File: src/rtl/nr_div_gen.sv
// Multi-cycle non-restoring divider: one quotient bit per cycle, then a single
// fix-up cycle for remainder restore and sign correction.
module nr_div_gen #(
   parameter int WIDTH     = 32,
   parameter int SIGNED_EN = 1
) (
   input  logic             clock,
   input  logic             reset,
   input  logic             ctrl_DIV,
   input  logic             ctrl_signed,
   input  logic [WIDTH-1:0] data_operandA,
   input  logic [WIDTH-1:0] data_operandB,
   output logic [WIDTH-1:0] data_quotient,
   output logic [WIDTH-1:0] data_remainder,
   output logic             data_exception,
   output logic             data_resultRDY,
   output logic             busy
);

   localparam int CW = $clog2(WIDTH + 1);
   localparam logic [WIDTH-1:0] MIN_NEG = {1'b1, {(WIDTH-1){1'b0}}};

   typedef enum logic [1:0] {IDLE, ITER, FIX, DONE} state_t;

   state_t           state_reg, state_next;
   logic [WIDTH:0]   a_reg;
   logic [WIDTH-1:0] q_reg, m_reg;
   logic [CW-1:0]    count_reg;
   logic             sign_q_reg, sign_r_reg;

   logic             accept, signed_mode, sign_a, sign_b;
   logic             div_zero, sgn_ovf, special;
   logic [WIDTH-1:0] mag_a, mag_b;
   logic [WIDTH:0]   a_shift, a_step, a_fix;
   logic [WIDTH-1:0] q_step, q_fix, r_fix;

   always_comb begin
      accept      = ctrl_DIV && ((state_reg == IDLE) || (state_reg == DONE));
      signed_mode = (SIGNED_EN != 0) && ctrl_signed;
      sign_a      = signed_mode && data_operandA[WIDTH-1];
      sign_b      = signed_mode && data_operandB[WIDTH-1];
      // -MIN_NEG wraps back to MIN_NEG, which is exactly the unsigned magnitude
      mag_a       = sign_a ? -data_operandA : data_operandA;
      mag_b       = sign_b ? -data_operandB : data_operandB;
      div_zero    = (data_operandB == '0);
      sgn_ovf     = signed_mode && (data_operandA == MIN_NEG) && (data_operandB == '1);
      special     = div_zero || sgn_ovf;
   end

   always_comb begin
      a_shift = {a_reg[WIDTH-1:0], q_reg[WIDTH-1]};
      a_step  = a_reg[WIDTH] ? (a_shift + {1'b0, m_reg}) : (a_shift - {1'b0, m_reg});
      q_step  = {q_reg[WIDTH-2:0], ~a_step[WIDTH]};
      a_fix   = a_reg[WIDTH] ? (a_reg + {1'b0, m_reg}) : a_reg;
      q_fix   = sign_q_reg ? -q_reg : q_reg;
      r_fix   = sign_r_reg ? -a_fix[WIDTH-1:0] : a_fix[WIDTH-1:0];
   end

   always_ff @(posedge clock) begin
      if (reset) begin
         state_reg <= IDLE;
      end else begin
         state_reg <= state_next;
      end
   end

   // ITER spends one extra cycle at count zero before FIX, giving WIDTH+2 latency
   always_comb begin
      state_next = state_reg;
      case (state_reg)
         IDLE: begin
            if (accept) state_next = special ? DONE : ITER;
         end
         ITER: begin
            if (count_reg == '0) state_next = FIX;
         end
         FIX: begin
            state_next = DONE;
         end
         DONE: begin
            if (accept) state_next = special ? DONE : ITER;
            else        state_next = IDLE;
         end
         default: state_next = IDLE;
      endcase
   end

   assign busy           = (state_reg == ITER) || (state_reg == FIX);
   assign data_resultRDY = (state_reg == DONE);

   always_ff @(posedge clock) begin
      if (reset) begin
         a_reg          <= '0;
         q_reg          <= '0;
         m_reg          <= '0;
         count_reg      <= '0;
         sign_q_reg     <= 1'b0;
         sign_r_reg     <= 1'b0;
         data_quotient  <= '0;
         data_remainder <= '0;
         data_exception <= 1'b0;
      end else if (accept) begin
         if (special) begin
            data_quotient  <= div_zero ? '0 : MIN_NEG;
            data_remainder <= div_zero ? data_operandA : '0;
            data_exception <= 1'b1;
         end else begin
            a_reg      <= '0;
            q_reg      <= mag_a;
            m_reg      <= mag_b;
            count_reg  <= CW'(WIDTH);
            sign_q_reg <= sign_a ^ sign_b;
            sign_r_reg <= sign_a;
         end
      end else if ((state_reg == ITER) && (count_reg != '0)) begin
         a_reg     <= a_step;
         q_reg     <= q_step;
         count_reg <= count_reg - 1'b1;
      end else if (state_reg == FIX) begin
         a_reg          <= {r_fix[WIDTH-1], r_fix};
         q_reg          <= q_fix;
         data_quotient  <= q_fix;
         data_remainder <= r_fix;
         data_exception <= 1'b0;
      end
   end

endmodule
File: config.mk
export PLATFORM = sky130hd
export DESIGN_NAME = nr_div_gen
export DESIGN_NICKNAME = d
export VERILOG_FILES = /design/src/rtl/nr_div_gen.sv
export SDC_FILE = /design/constraint.sdc
export NUM_CORES = 1
export LEC_CHECK = 0
export ABC_AREA = 1
export CAP_MARGIN = 5
export CORE_MARGIN = 5
export CORE_UTILIZATION = 35
export DETAILED_ROUTE_END_ITERATION = 16
export HOLD_SLACK_MARGIN = 0.12
export PLACE_DENSITY = 0.62
export SETUP_SLACK_MARGIN = 0.15
export SYNTH_ARGS = -nofsm -noshare
export SYNTH_HDL_FRONTEND = slang
export SYNTH_SLANG_ARGS = --single-unit
export TNS_END_PERCENT = 10
File: constraint.sdc
create_clock -name clock -period 6 [get_ports clock]
set_clock_uncertainty 0.15 [all_clocks]
set_input_delay 1.8 -clock clock [delete_from_list [all_inputs] [get_ports clock]]
set_output_delay 1.8 -clock clock [all_outputs]
set_load 0.03 [all_outputs]
## Yosys cells after proc, flatten, opt, wreduce, memory -nomap -nowiden

Cells that the tools add are included.

| storage, ports and cells | value |
|---|---|
| register bits after elaboration | 172 |
| logic and storage cells | 87 |
| bits of input ports | 68 |
| output and inout bits | 67 |

| cells by class | value |
|---|---|
| reductions and logical operators | 21 |
| equal/unequal tests | 10 |
| add/sub/neg operators | 8 |
| bitwise logic cells | 3 |
| mux-type cells | 35 |

Operator list:

| operator | count |
|---|---|
| $mux 32 | 18 |
| $mux 33 | 5 |
| $neg 32->32 | 4 |
| $eq 32x32->1 const B | 2 |
| $add 33x32->33 | 1 |
| $sub 33x32->33 | 1 |
| $add 32x32->32 | 1 |
| $logic_not 32->1 | 1 |
| $mux 6 | 3 |
| $mux 2 | 4 |
| $ne 2x2->1 const B | 4 |
| $pmux 2 s4 | 1 |
| $reduce_and 2->1 | 4 |
| $logic_and 1x1->1 | 6 |
| $logic_not 6->1 | 1 |
| $reduce_bool 6->1 | 1 |
| $sub 6x1->6 const B | 1 |
| $eq 2x2->1 const B | 2 |
| $mux 1 | 4 |
| $reduce_bool 2->1 | 2 |
| $logic_or 1x1->1 | 3 |
| $reduce_and 3->1 | 1 |
| $reduce_bool 3->1 | 1 |
| $eq 2x1->1 const B | 1 |
| other kinds (4) | 5 |

## Longest topological paths before layout

Gate-level depths: netlist of run 1.

| logic depth | value |
|---|---|
| depth in word-level cells | 7 |
| mapped depth | 25 |
| mapped depth without buffers | 25 |

## Worst setup path after synthesis of run 1

OpenSTA, ideal clock, no wires.

| timing | value |
|---|---|
| path type | input port to flip-flop |
| start point | input port data_operandA[1] |
| end point | register q_reg[30] |
| setup time | 128 ps |
| buffers on the path | 2 |
| path slack | 2,052 ps |
| arrival | 3,671 ps |
| cell stages on the path | 17 |
| path through | inv_1 > ha_1 > nand3_2 > nor2_2 > nand3_2 > nor3_4 > nand3_2 > nor2_4 > nand4_2 > nand2_1 > nand2_1 > nand2_2 > inv_2 > buf_6 > buf_2 > o21ai_0 > a21oi_1 |

| between the ends | value |
|---|---|
| longest elaborated chain between the ends | 6 |
| elaborated cells between the ends (all ways) | 10 |
| those cells by class | 1 x add/sub; 2 x eq/ne; 3 x mux; 4 x reduce/logical |

Ends and longest elaborated chain:

| element | line | RTL |
|---|---|---|
| from (decl) | 11 | `input logic [WIDTH-1:0] data_operandA,` |
| parallel branches: the longest is 6 deep, another holds $neg 32->32 | -- |  |
| to (signal assigned) | 109 | `q_reg <= mag_a;` |
| to (signal assigned) | 117 | `q_reg <= q_step;` |
| to (signal assigned) | 121 | `q_reg <= q_fix;` |
| to (decl) | 27 | `logic [WIDTH-1:0] q_reg, m_reg;` |

Several ways; the timed one is not identified. The select of a mux whose other input is x is not followed.
A chain may end at the register's enable or synchronous reset.

## Worst setup path after layout of run 1

| timing | value |
|---|---|
| start point | register m_reg[0] |
| end point | register a_reg[32] |

| between the ends | value |
|---|---|
| longest elaborated chain between the ends | 7 |
| elaborated cells between the ends (all ways) | 10 |
| those cells by class | 4 x add/sub; 6 x mux |

Ends and longest elaborated chain:

| element | line | RTL |
|---|---|---|
| from (decl) | 27 |  |
| from (signal assigned) | 110 | `m_reg <= mag_b;` |
| $add 32x32->32 | 54 | `a_fix = a_reg[WIDTH] ? (a_reg + {1'b0, m_reg}) : a_reg;` |
| $mux 32 | 54 |  |
| $neg 32->32 | 56 | `r_fix = sign_r_reg ? -a_fix[WIDTH-1:0] : a_fix[WIDTH-1:0];` |
| $mux 32 | 56 |  |
| $mux 33 | 119 | `end else if (state_reg == FIX) begin` |
| $mux 33 * | 115 | `end else if ((state_reg == ITER) && (count_reg != '0)) begin` |
| $mux 33 * | 102 | `end else if (accept) begin` |
| to (signal assigned) | 116 | `a_reg <= a_step;` |
| to (signal assigned) | 120 | `a_reg <= {r_fix[WIDTH-1], r_fix};` |
| to (decl) | 26 | `logic [WIDTH:0] a_reg;` |

Every way passes the cells marked *; elsewhere a longest branch is shown, timed or not. The select of a mux whose other input is x is not followed.

==> results of run 1 <==
## synth_stat cells (20+ instances only)
cell type                  number  area [sq um]
sky130_fd_sc_hd__a21oi_1      251          1260
sky130_fd_sc_hd__a31oi_1       21           131
sky130_fd_sc_hd__buf_2         20           100
sky130_fd_sc_hd__clkbuf_1      58           218
sky130_fd_sc_hd__dfxtp_1      172          3440
sky130_fd_sc_hd__ha_1          75           938
sky130_fd_sc_hd__inv_1        281          1050
sky130_fd_sc_hd__nand2_1      681          2560
sky130_fd_sc_hd__nand3_1      162           811
sky130_fd_sc_hd__nand4_1       32           200
sky130_fd_sc_hd__nor2_1       226           848
sky130_fd_sc_hd__nor3_1        43           215
sky130_fd_sc_hd__o21ai_0      151           756
sky130_fd_sc_hd__o22ai_1       40           250
sky130_fd_sc_hd__or2_2         25           156
sky130_fd_sc_hd__xnor2_1       32           280
sky130_fd_sc_hd__xor2_1        95           832
## path summary, 6_finish.rpt
kind	startpoint	end	slack, ns	cells past startpoint
max	m_reg[0]	a_reg[32]	0.78	24
max reg2reg	m_reg[0]	a_reg[32]	0.78	24
min reg2reg	count_reg[0]	count_reg[0]	0.31	1
min	count_reg[0]	count_reg[0]	0.31	1
## layer usage
layer | track usage (%) | part of all wire, % | vias to the layer above
met5 | 0 | 0 | -
met4 | 6.51 | 2.5 | 0
met3 | 3.08 | 6.5 | 85
met2 | 39.2 | 45 | 695
met1 | 34.6 | 46 | 8191
li1 | - | - | 8584
## per-stage QoR
step           cells  utilization, %
3_5_place_dp    3203            39.3
3_3_place_gp    3203            39.3
5_1_grt         3234            40.6
4_1_cts         3234            40.6
6_report        3234            40.6
2_1_floorplan   2546               -
## cell type report
cell class,instances,area [sq um]
Clock buffer,22,474
Clock inverter,9,88.8
Fill cell,4791,26100
Inverter,291,1090
Multi-Input combinational cell,1991,10500
Sequential cell,172,3440
Tap cell,592,741
Timing Repair Buffer,157,1510
## logic make-up (layout without fill, tap and decap cells)
| family | count (synthesis) | in the layout | share of synthesized area (%) |
|---|---|---|---|
| flip-flops | 172 | 172 | 22.3 |
| multiplexers | 1 | 1 | 0.0648 |
| XOR/XNOR | 127 | 127 | 7.20 |
| adder cells (fa/ha/maj) | 77 | 77 | 6.34 |
| buffers and inverters | 383 | 479 | 9.81 |
| AND/OR/NAND/NOR | 1239 | 1239 | 34.7 |
| AO/OA/AOI/OAI | 547 | 547 | 19.6 |
## power groups by stage
stage / combinational [mW] / sequential, mW / clock, mW
floorplan: 5.76 / 2.14 / 0
global placement: 8.15 / 2.06 / 0
detailed placement: 8.22 / 2.07 / 0
CTS: 8.27 / 2.05 / 1.12
global route: 9.24 / 2.09 / 1.17
finish: 8.38 / 2.05 / 1.11
## critical path: cells and delay by family (launching register included)
kind	cells	cell delay, ns
compound gates	7	1.20
simple gates	12	2.16
fa+ha+maj	2	0.58
flops	1	0.41
buf+inv	2	0.34
xor+xnor	1	0.18
==> impl_metrics.env, run 1 <==
export IMPL_status="completed"
export IMPL_route_detailed_vias_per_inst=5.43
export IMPL_p_switching_mw=6.64
export IMPL_synth_seq_cells=172
export IMPL_drtPass1Iterations=5
export IMPL_cts_post_setup_buffers_inserted=0
export IMPL_arrival_ns=5.34
export IMPL_clock_latency_at_the_later_pin_of_the_worst_skew_pair_ns=0.44
export IMPL_share_clk_of_total_power_pct=9.6
export IMPL_std_cell_rows=77
export IMPL_post_cts_resized=0
export IMPL_crit_required_ns=6.13
export IMPL_largest_register_ffs=33
export IMPL_drt_wl_total_um=61300
export IMPL_finalWeightedCongestion=1.01
export IMPL_route_detailed_wl_per_inst_um=18.9
export IMPL_die_footprint_sq_um=48400
export IMPL_power_share_combinational_pct=72.6
export IMPL_core_region_area_sq_um=43900
export IMPL_irDropWorstVdd_mv=0.301
export IMPL_finalSetupViolations=0
export IMPL_fin_setup_tns_ns=0
export IMPL_clk_transition_reported_paths_ns=0.06
export IMPL_vias_after_detailed_routing=17600
export IMPL_total_power_mw=11.5
export IMPL_power_switching_share_pct=57.6
export IMPL_final_net_count=2775
export IMPL_place_hpwl_um=49000
export IMPL_holdBufCountCts=0
export IMPL_dpl_worst_slack_ns=0.621
export IMPL_final_max_slew_violation_count=0
export IMPL_intPower_mw=4.90
export IMPL_pin_count=135
export IMPL_ys_seq_area_share_pct=22.3
export IMPL_detailedRoute_firstIterationViolations=1639
export IMPL_path_cells="inv_1, ha_1, nand3_1, nor3_1, nand3_1, nor2_1, nand4_1, o21ai_1, o21ai_1, a21oi_2, o21ai_0, xor2_1, ha_1, nand2_1, nor2_1, inv_1, nor4_1, nand4_1, nand2_1, o21ai_0, a21oi_1, nor2_1, nand2_1, a21oi_1"
export IMPL_setup_ws_ns=0.784
export IMPL_pwr_share_seq_pct=17.8
export IMPL_detail_route_antenna_nets=0
export IMPL_number_of_nets_produced_by_synthesis=2691
export IMPL_grt_pass1_vias=16100
export IMPL_ys_flop_type="sky130_fd_sc_hd__dfxtp_1"
export IMPL_max_cap_viol_count=0
export IMPL_grt_util_all_layers_pct=24.4
export IMPL_die_height_um=220
export IMPL_achievable_frequency_mhz=192
export IMPL_htreeDepth=4
export IMPL_timing_hold_ws_ns=0.312
export IMPL_numCtsBuffers=17
export IMPL_final_critical_delay_including_setup_and_external_delays_ns=5.22
export IMPL_mostFrequentLayoutCell="sky130_fd_sc_hd__nand2_1"
export IMPL_final_cell_area_sq_um=17800
export IMPL_number_of_enable_type_register_cells_in_the_synthesized_netlist=0
export IMPL_async_reset_ff_share_pct=0
export IMPL_worstHoldPathType="flop to flop"
export IMPL_critical_path_slowest_cell="sky130_fd_sc_hd__dfxtp_1"
export IMPL_initial_utilization_pct=35.2
export IMPL_grt_max_degree=80
export IMPL_synthToLayoutAreaGrowth_pct=15.5
export IMPL_crit_fanout=4
export IMPL_grt_overflow_total=0
export IMPL_most_common_layout_cells="681 x sky130_fd_sc_hd__nand2_1, 281 x sky130_fd_sc_hd__inv_1, 251 x sky130_fd_sc_hd__a21oi_1"
export IMPL_postSynthCellCount=2546
export IMPL_rsz_0062_raised_after_global_routing="false"
export IMPL_end_kind="flop"
export IMPL_ctsRootBufferMaster="sky130_fd_sc_hd__clkbuf_16"
export IMPL_period_share_pct=86.9
export IMPL_synthDistinctLibCells=57
export IMPL_yosysWarnings=0
export IMPL_ant_diodes=0
export IMPL_antenna_found_initial=2
export IMPL_startpoint_type_of_the_worst_setup_path="flop"
export IMPL_buffer_ports_inserted=134
export IMPL_postPlaceCellArea_sq_um=17300
export IMPL_cts_num_sinks=172
export IMPL_first_pass_grt_wire_length_um=92600
export IMPL_post_synth_cell_area_avg_sq_um=6.07
export IMPL_drive_above_1_share_pct=5.11
export IMPL_crit_path_max_incr_delay_ns=0.41
export IMPL_worst_pin_slew_ns=1.14
export IMPL_slew_limit_headroom_pct=23.8
export IMPL_finalHoldViolCount=0
export IMPL_cts_path_max_buffers=2
export IMPL_syn_area_sq_um=15400
export IMPL_worst_setup_path_type="flop to flop"
export IMPL_drt_drc_violations_left=0
export IMPL_power_static_leakage_nw=7.94
export IMPL_dieWidth_um=220
export IMPL_power_dens_cells_nw_per_um2=647
export IMPL_tritoncts_clock_tree="yes"
Power figures use the tool's default switching activity.
==> inputs of run 2 (changes only) <==
CORE_MARGIN = 2   (was 5)
==> run 2 against run 1 <==
Non-clock buffer count up 1; global-route usage rose by 1.6 points; fmax fell by 1.9%; sequential power hardly changed; cell count down 0.12%; combinational power barely moved; clock-buffer cell count down 2; critical path depth unchanged; hold slack better by 0.0038 ns; setup slack lost 0.10 ns; utilization grew 0.64 points; highest routed layer is now met5.
==> impl_metrics.env, run 2 (synthesized netlist as in run 1, its figures left out) <==
export IMPL_status="completed"
export IMPL_hold_path_startpoint="data_quotient[23]"
export IMPL_vias_after_detailed_routing=17500
export IMPL_cp_top_family="simple AND/OR/NAND/NOR gates"
export IMPL_clk_transition_reported_paths_ns=0.07
export IMPL_pin_count=135
export IMPL_power_static_leakage_nw=7.95
export IMPL_initial_utilization_pct=35.7
export IMPL_drt_drc_violations_left=0
export IMPL_end_kind="flop"
export IMPL_largest_register_ffs=33
export IMPL_numCtsBuffers=17
export IMPL_power_dens_cells_nw_per_um2=649
export IMPL_dieWidth_um=214
export IMPL_irDropWorstVdd_mv=0.369
export IMPL_final_max_slew_violation_count=0
export IMPL_period_share_pct=88.7
export IMPL_worstHoldPathType="flop to flop"
export IMPL_setup_ws_ns=0.680
export IMPL_drt_wl_total_um=61300
export IMPL_finish_cell_count_without_fillers=3230
export IMPL_detailedRoute_firstIterationViolations=1503
export IMPL_buffer_ports_inserted=134
export IMPL_crit_path_max_incr_delay_ns=0.41
export IMPL_crit_required_ns=6.13
export IMPL_worst_setup_path_type="flop to flop"
export IMPL_final_critical_delay_including_setup_and_external_delays_ns=5.32
export IMPL_route_detailed_wl_per_inst_um=19.0
export IMPL_drtPass1Iterations=8
export IMPL_finalSetupViolations=0
export IMPL_tritoncts_clock_tree="yes"
export IMPL_grt_util_all_layers_pct=26.0
export IMPL_cts_num_sinks=172
export IMPL_synthToLayoutAreaGrowth_pct=15.6
export IMPL_finalWeightedCongestion=0.970
export IMPL_dpl_worst_slack_ns=0.637
export IMPL_route_detailed_vias_per_inst=5.42
export IMPL_path_cells="inv_1, ha_1, nand3_1, nor3_1, nand3_1, nor2_1, nand4_1, o21ai_1, o21ai_1, a21oi_2, o21ai_0, xor2_1, ha_1, nand2_1, nor2_1, inv_1, nor4_1, nand4_1, nand2_1, o21ai_0, a21oi_1, nor2_1, nand2_1, a21oi_1"
export IMPL_final_net_count=2776
export IMPL_place_hpwl_um=49300
export IMPL_grt_pass1_vias=16100
export IMPL_reg_to_reg_startpoint="m_reg[0]"
export IMPL_antenna_found_initial=5
export IMPL_die_height_um=214
export IMPL_core_region_area_sq_um=43300
export IMPL_cp_buffers_inverters=2
export IMPL_place_detailed_instances=3197
export IMPL_max_cap_viol_count=0
export IMPL_post_route_core_utilization_pct=41.2
export IMPL_std_cell_rows=76
export IMPL_cts_post_setup_buffers_inserted=0
export IMPL_detail_route_antenna_nets=0
export IMPL_setup_worst_path_start="m_reg[0]"
export IMPL_cts_path_max_buffers=2
export IMPL_achievable_frequency_mhz=188
export IMPL_worst_pin_slew_ns=1.02
export IMPL_grt_max_degree=80
export IMPL_slew_limit_headroom_pct=31.7
export IMPL_rsz_0062_raised_after_global_routing="false"
export IMPL_fin_setup_tns_ns=0
export IMPL_ctsRootBufferMaster="sky130_fd_sc_hd__clkbuf_16"
export IMPL_die_footprint_sq_um=45800
export IMPL_holdBufCountCts=0
export IMPL_grt_overflow_total=0
export IMPL_clock_latency_at_the_later_pin_of_the_worst_skew_pair_ns=0.45
export IMPL_startpoint_type_of_the_worst_setup_path="flop"
export IMPL_total_power_mw=11.6
export IMPL_mostFrequentLayoutCell="sky130_fd_sc_hd__nand2_1"
export IMPL_critical_path_slowest_cell="sky130_fd_sc_hd__nor4_1"
export IMPL_most_common_layout_cells="681 x sky130_fd_sc_hd__nand2_1, 281 x sky130_fd_sc_hd__inv_1, 251 x sky130_fd_sc_hd__a21oi_1"
export IMPL_htreeDepth=4
export IMPL_drive_above_1_share_pct=5.22
export IMPL_finalHoldViolCount=0
export IMPL_arrival_ns=5.45
export IMPL_first_pass_grt_wire_length_um=93500
export IMPL_post_cts_resized=0
export IMPL_crit_fanout=4
-- run 2: cell types whose count changed in the layout (fill, tap and decap cells not counted), sizes merged --
cell    delta
diode      +1
inv        +3
clkbuf     -2
buf        +1
-- run 2: path summary, 6_finish.rpt --
kind / endpoint / slack [ns] / depth (start not counted)
setup reg to reg: a_reg[32] / 0.68 / 24
setup / recovery: a_reg[32] / 0.68 / 24
hold reg to reg: data_quotient[23] / 0.32 / 2
hold / removal: data_quotient[23] / 0.32 / 2
-- run 2: power breakdown --
part / internal [mW] / total, mW / switching, mW / leakage [nW]
combinational: 2.75 / 8.40 / 5.66 / 6.26
sequential: 1.55 / 2.06 / 0.507 / 1.41
clock: 0.598 / 1.12 / 0.523 / 0.274
-- run 2: cell type report --
class / instances / area, sq um
antenna: 1 / 2.50
clock buffer: 20 / 457
clock inverter: 12 / 111
fill: 4661 / 25400
inverter: 291 / 1090
multi-input combinational: 1991 / 10500
sequential: 172 / 3440
tap: 585 / 732
timing repair buffer: 158 / 1520
-- run 2: through the flow --
stage / cell area, sq um / hold slack (ns)
finish: 17800 / 0.316
global placement: 17300 / 0.288
floorplan: 15400 / 0.277
CTS: 17800 / 0.316
global route: 17800 / 0.327
detailed placement: 17300 / 0.302
-- run 2: routing by layer --
metal | GRT usage [%] | wire length, um | vias to the layer above
met5 | 0 | 38 | -
met4 | 8.75 | 1990 | 6
met3 | 5.60 | 5130 | 103
met2 | 40.2 | 26400 | 669
met1 | 35.8 | 27700 | 8114
li1 | - | - | 8612
-- run 2: tightest hold or removal path, stage by stage, from the launching register on --
cell	delay, ns
sky130_fd_sc_hd__dfxtp_1	0.31
sky130_fd_sc_hd__nand2_1	0.06
sky130_fd_sc_hd__a21oi_1	0.05
